## src/rtl/ap_mem_reader.sv

```systemverilog
// Read-side sequencer for the vector-row memory: walks read_address over a
// requested row range and streams each row downstream with valid/ready.
module ap_mem_reader #(
  parameter int element_width = 32,
  parameter int no_of_units   = 8,
  parameter int memory_height = 1000,
  parameter int address_width = $clog2(memory_height) + 1
) (
  input  logic                                 clk,
  input  logic                                 rst_n,
  input  logic                                 start,
  input  logic [address_width-1:0]             base_address,
  input  logic [address_width-1:0]             length,
  output logic [address_width-1:0]             read_address,
  input  logic [element_width*no_of_units-1:0] memory_output,
  output logic [element_width*no_of_units-1:0] out_data,
  output logic                                 out_valid,
  input  logic                                 out_ready,
  output logic                                 out_last,
  output logic                                 busy,
  output logic                                 done
);

  // state   | meaning
  // S_IDLE  | waiting for start
  // S_RUN   | fetching rows, one per accepted output slot
  // S_DRAIN | final row fetched, waiting for the consumer to take it
  // S_DONE  | burst finished, pulse done next cycle and return to idle

  localparam int AW = address_width;
  localparam int RW = element_width * no_of_units;

  typedef enum logic [1:0] {S_IDLE, S_RUN, S_DRAIN, S_DONE} state_t;

  state_t          r_state;
  state_t          w_next;
  logic [AW-1:0]   r_read_address;
  logic [AW-1:0]   r_remaining;
  logic [RW-1:0]   r_out_data;
  logic            r_out_valid;
  logic            r_out_last;
  logic            r_busy;
  logic            r_done;
  logic            w_fetch;
  logic            w_final;
  logic            w_consume;
  logic [AW-1:0]   w_next_address;

  // A row may be fetched whenever the output slot is empty or being emptied
  assign w_fetch        = !r_out_valid || out_ready;
  assign w_final        = (r_remaining == AW'(1));
  assign w_consume      = r_out_valid && out_ready;
  assign w_next_address = (r_read_address == AW'(memory_height)) ? '0
                                                                 : r_read_address + AW'(1);

  always_ff @(posedge clk or negedge rst_n) begin
    if (!rst_n) r_state <= S_IDLE;
    else        r_state <= w_next;
  end

  always_comb begin
    w_next = r_state;
    case (r_state)
      S_IDLE:  if (start) w_next = (length == '0) ? S_DONE : S_RUN;
      S_RUN:   if (w_fetch && w_final) w_next = S_DRAIN;
      S_DRAIN: if (w_consume) w_next = S_DONE;
      S_DONE:  w_next = S_IDLE;
      default: w_next = S_IDLE;
    endcase
  end

  always_ff @(posedge clk or negedge rst_n) begin
    if (!rst_n) begin
      r_read_address <= '0;
      r_remaining    <= '0;
      r_out_data     <= '0;
      r_out_valid    <= 1'b0;
      r_out_last     <= 1'b0;
      r_busy         <= 1'b0;
      r_done         <= 1'b0;
    end else begin
      r_done <= 1'b0;
      case (r_state)
        S_IDLE: begin
          if (start && (length != '0)) begin
            r_read_address <= base_address;
            r_remaining    <= length;
            r_busy         <= 1'b1;
          end
        end
        S_RUN: begin
          // consume and refill on the same edge, so no bubble between rows
          if (w_fetch) begin
            r_out_data     <= memory_output;
            r_out_valid    <= 1'b1;
            r_out_last     <= w_final;
            r_remaining    <= r_remaining - AW'(1);
            r_read_address <= w_next_address;
          end
        end
        S_DRAIN: begin
          if (w_consume) begin
            r_out_valid <= 1'b0;
            r_out_last  <= 1'b0;
          end
        end
        S_DONE: begin
          r_done <= 1'b1;
          r_busy <= 1'b0;
        end
        default: ;
      endcase
    end
  end

  assign read_address = r_read_address;
  assign out_data     = r_out_data;
  assign out_valid    = r_out_valid;
  assign out_last     = r_out_last;
  assign busy         = r_busy;
  assign done         = r_done;

endmodule

```

## config.mk

```make
export PLATFORM = sky130hd
export DESIGN_NAME = ap_mem_reader
export DESIGN_NICKNAME = d
export VERILOG_FILES = /design/src/rtl/ap_mem_reader.sv
export SDC_FILE = /design/constraint.sdc
export NUM_CORES = 1
export LEC_CHECK = 0
export CORE_AREA = 4 4 212 214
export CTS_CLUSTER_SIZE = 16
export DETAILED_ROUTE_END_ITERATION = 6
export DIE_AREA = 0 0 216 218
export GPL_TIMING_DRIVEN = 0
export PLACE_DENSITY = 0.66
export SYNTH_ARGS = -nofsm -noshare
export SYNTH_HDL_FRONTEND = slang
export SYNTH_SLANG_ARGS = --single-unit
```

## constraint.sdc

```tcl
create_clock -name clk -period 2.24 [get_ports clk]
set_clock_uncertainty 0.2 [all_clocks]
set_input_delay 0.448 -clock clk [delete_from_list [all_inputs] [get_ports clk]]
set_output_delay 0.448 -clock clk [all_outputs]
set_load 0.05 [all_outputs]
```

# --- Word-level counts from Yosys, hierarchy flattened ---
# Cells that the tools add are included.
word_totals:
  elab_cells: 56
  ff_bits: 284
  inputBits: 282
  out_inout_bits: 271
op_classes:
  eq_ne: 10
  add_sub_neg: 2
  n_mux: 20
  reduce_logical: 16
op_table:
  columns: ["op", "n"]
  rows:
  - ["two-way mux 11 bit", 5]
  - ["case mux 11 bit (2 select lines)", 2]
  - ["adder 11 x 1 -> 11 bit, second input constant", 1]
  - ["== test 11 x 1 -> 1 bit, second input constant", 1]
  - ["== test 11 x 10 -> 1 bit, second input constant", 1]
  - ["logical NOT 11 bit", 1]
  - ["nonzero test 11 bit", 1]
  - ["subtractor 11 x 1 -> 11 bit, second input constant", 1]
  - ["inequality test 2 bit, second input constant", 5]
  - ["AND reduction 3 bit", 3]
  - ["two-way mux 2 bit", 4]
  - ["case mux 2 bit (4 select lines)", 1]
  - ["case mux 1 bit (2 select lines)", 3]
  - ["nonzero test 2 bit", 3]
  - ["two-way mux 1 bit", 5]
  - ["== test 2 bit, second input constant", 2]
  - ["AND reduction 2 bit", 2]
  - ["logical AND 1 bit", 3]
  - ["== test 2 x 1 -> 1 bit, second input constant", 1]
  - ["logical NOT 2 bit", 1]
  - ["logical NOT 1 bit", 1]
  - ["logical OR 1 bit", 1]

# --- Longest topological paths before layout ---
logic_depth:
  ltp_word: 5
  mapped_depth: 8
  ltp_nobuf: 6

# --- Worst setup path after synthesis ---
# No wires, ideal clock.
synth_timing:
  kind: "reg-to-reg"
  startpoint: "register r_read_address[1], in the netlist read_address[1]"
  endpoint: "register r_read_address[8], in the netlist read_address[8]"
  n_path_buf: 0
  arrival_time_ns: 1.843
  setup_time_ns: 0.087
  path_slack_ns: 0.111
  period_less_slack_ns: 2.129
  path_stages_with_launch: 6
  required_ns: 1.953
  cell_sequence: "dfrtp_1 ha_1 and3_1 nand3_1 o41a_1 o211ai_1"
synth_between:
  elab_chain_cells: 4
  word_cells_on_any_way: 5
  classes_between: "add/sub: 1; eq/ne: 1; mux: 3"
synth_rtl:
  columns: ["element", "line", "text"]
  rows:
  - ["from (decl)", "37", "logic [AW-1:0] r_read_address;"]
  - ["from (signal assigned)", "86", "r_read_address <= base_address;"]
  - ["from (signal assigned)", "98", "r_read_address <= w_next_address;"]
  - ["adder 11 x 1 -> 11 bit or == test 11 x 10 -> 1 bit (tied branches)", "54, 53", null]
  - ["two-way mux 11 bit (*)", "53", "assign w_next_address = (r_read_address == AW'(memory_height)) ? '0"]
  - ["two-way mux 11 bit (*)", "93", "if (w_fetch) begin"]
  - ["case mux 11 bit (2 select lines) (*)", "83", "case (r_state)"]
# Mark *: on every way between the ends. The rest lies on a longest branch, timed or not. The select of a mux whose other input is x is not followed.
# A chain may end at the register's enable or synchronous reset.

# --- Final worst setup path ---
layout_timing:
  startpoint: "register r_out_data[1], in the netlist out_data[1]"
  endpoint: "output port out_data[1]"
layout_lines:
  columns: ["element", "line", "text"]
  rows:
  - ["from (decl)", "39", "logic [RW-1:0] r_out_data;"]
  - ["from (signal assigned)", "94", "r_out_data <= memory_output;"]
  - ["to (decl)", "16", "output logic [element_width*no_of_units-1:0] out_data,"]
# No word-level cell between the ends.

==> results.yml <==
global_routing:
  number_of_antenna_violations_at_the_first_check_in_global_routing: 5
  grt_first_pass_wirelength_mm: 60.7
  groute.layer.met3.usage_pct: 6.95
  grt_remaining_overflow: 0
  met1_usage_pct: 18.3
  global_route.peak_usage_layer: "met2"
  first_global_vias: 9864
  use_met2_pct: 29.6
  pin_count_of_the_biggest_net_entering_global_routing: 116
  grt_use_total_pct: 16.8
sta:
  grt_setup_unrepaired: "false"
  setup_ws_ns: 0.0618
  finalSetupViolations: 0
  final_period_minus_worst_setup_slack_ns: 2.18
  period_share_pct: 97.2
  max_freq_mhz: 459
  final-max-slew-violation-count: 0
  final_hold_viol_count: 0
  worst_pin_slew_ns: 0.654
  max-slew-margin-rel_pct: 56.6
clock_network:
  clock_slew_at_reported_path_ffs_ns: 0.06
  h-tree-depth: 2
  worstSkewPairLatency_ns: 0.53
  cts_buffer_depth: 3
  clock-root-buffer: "clkbuf_16"
  clock-sinks: 284
  tritoncts.num_buffers: 34
  tritoncts_clock_tree: "built"
final_layout:
  final.fill_count: 4022
  flow.area_growth_from_synthesis_pct: 64.5
  register_area_um2: 7110
  multi_input_area_um2: 4190
  num-nets-final: 1649
  post_route_cells_drive_above_1_share_pct: 11.1
synthesis:
  yosys_warnings: 0
  dominantRegCellSynth: "dfrtp_1"
  synth.top_cells.by_area: "dfrtp_1 62%, mux2_1 23%, mux2_2 1.6%"
  synth_nets: 1054
  syn_area_per_cell_um2: 15.1
  yosysUniqueCellTypes: 63
  synth_seq_cells: 284
  yosysTopAreaCellShare_pct: 61.7
  synthCells: 763
  yosysTopAreaCell: "dfrtp_1"
  combined_area_of_all_synthesized_cells_um2: 11500
  async_reset_ff_share_pct: 100
  post_synth_edffs: 0
  synth_sequential_area_ratio_pct: 61.7
  synthMostInstantiatedCell: "dfrtp_1"
  post_synth_most_frequent_cells: "284 x dfrtp_1, 240 x mux2_1, 33 x buf_2, 16 x mux2_2, 16 x nand2_1"
floorplanning:
  top_ports: 553
  initial_core_util_pct: 26.8
  die_w_um: 216
  die_y_um: 218
  fp-row-count: 76
  floorplan.die_area_um2: 47100
  core_region_area_um2: 42900
worst_setup_path:
  count_of_buffering_cells_on_the_critical_path_with_inverters_included: 1
  worstPathArrival_ns: 1.53
  longest_individual_stage_delay_on_the_worst_path_ns: 0.64
  crit_path_cell_trace: "dlygate4sd2_1"
  cp-start-kind: "flop"
  crit_slowest_cell: "dlygate4sd2_1"
  setup.worst_path.class: "reg2out"
  critPathLaunch: "out_data[1]"
  worstPathMaxFanout: 2
  reg2reg_from: "r_state[0]"
  kind_of_end_point_of_the_critical_path: "output port"
  cp_data_required_time_ns: 1.59
  cp_top_family: "buffers and inverters"
placement:
  dpl_hpwl_mm: 31.4
  io_buffers: 552
  gp_congestion: 0.847
  pre_cts_slack_ns: -0.708
route:
  post_drt_via_cell_ratio: 4.47
  detail_route.wl_per_cell_um: 20.5
  detail_route.wirelength_mm: 40.4
  route.vias.total: 8809
  drt_iter0_markers: 401
  drc: 0
  antenna_violating_nets_post_route: 0
  drt-pass1-iter-count: 4
job:
  timing.max_cap.violations: 0
worst_hold_path:
  hold_start: "out_data[92]"
  min-delay-path-class: "reg2reg"
outcome:
  run_status: "completed"
layout by cell type, fill, tap and decap left out, types with 6 or more instances in the layout:
cell type,count
clkbuf_16,34
dlygate4sd2_1,256
buf_6,28
o21ai_1,8
clkbuf_2,8
ha_1,8
o21ai_0,7
a21oi_1,11
clkdlybuf4s15_2,6
o211ai_1,8
clkdlybuf4s50_1,280
mux2_2,16
nand2_1,16
a31oi_1,7
inv_1,8
clkbuf_1,10
nor2_1,11
mux2_1,240
clkbuf_8,9
dfrtp_1,284
layer usage:
metal | up-vias | wire (µm)
met2 | 346 | 20500
met3 | 72 | 3800
li1 | 3967 | -
met4 | 8 | 1150
met5 | - | 44
met1 | 4416 | 14900
worst reg2reg max path: cells and delay by family (launching register included):
| kind | cells | cell delay, ns |
|---|---|---|
| simple gates | 2 | 0.28 |
| compound gates | 2 | 0.64 |
| fa+ha+maj | 1 | 0.21 |
| flops | 1 | 0.37 |
| buf+inv | 2 | 0.34 |
final timing paths:
path	endpoint	slack (ns)	cells past startpoint
setup / recovery	out_data[1]	0.06	1
hold / removal	out_data[92]	0.28	1
setup reg to reg	r_remaining[0]	0.10	7
hold reg to reg	out_data[92]	0.28	1
max in group asynchronous	out_data[189]	0.57	3
min in group asynchronous	r_state[1]	0.29	2
area by class of cell:
class	instances	area share [%]
Clock buffer	50	5.29
Timing Repair Buffer	559	27.9
Antenna cell	1	0.0132
Buffer	43	2.32
Tap cell	585	3.87
Sequential cell	284	37.5
Clock inverter	12	0.714
Multi-Input combinational cell	426	22.2
Inverter	10	0.211
per-stage QoR:
step / instance area, µm² / util [%] / TNS [ns] / hold WS, ns / cells
floorplan: 11500 / - / 0 / -0.0476 / 763
global placement: 17800 / 41.4 / -3627.35 / 0.269 / 1900
detailed placement: 17800 / 41.6 / -125.16 / 0.247 / 1902
CTS: 18900 / 44.1 / 0 / 0.252 / 1968
global route: 18900 / 44.1 / 0 / 0.272 / 1970
finish: 18900 / 44.1 / 0 / 0.282 / 1970
kinds of logic after synthesis:
logic type,after synthesis,synth area share [%]
AO/OA/AOI/OAI,79,5.17
adder cells (fa/ha/maj),9,0.978
AND/OR/NAND/NOR,78,4.37
multiplexers,260,25.4
flip-flops,284,61.7
buffers and inverters,53,2.35
flip-flops by register name, summed over array words and instances, names as in the netlist:
signal,flops
busy,1
out_data,256
done,1
read_address,11
out_last,1
r_state,2
r_remaining,11
out_valid,1
timing repair:
item	4_1_cts	5_1_grt
resized for setup	356	22
buffers inserted	3	1
pin swaps	2	0
endpoints found under the setup margin	544	275
hold buffers	1	0
hold endpoints to repair	61	0
Power is not shown: default switching activity piles up to over one toggle a cycle in this logic, so the estimate is an artifact.
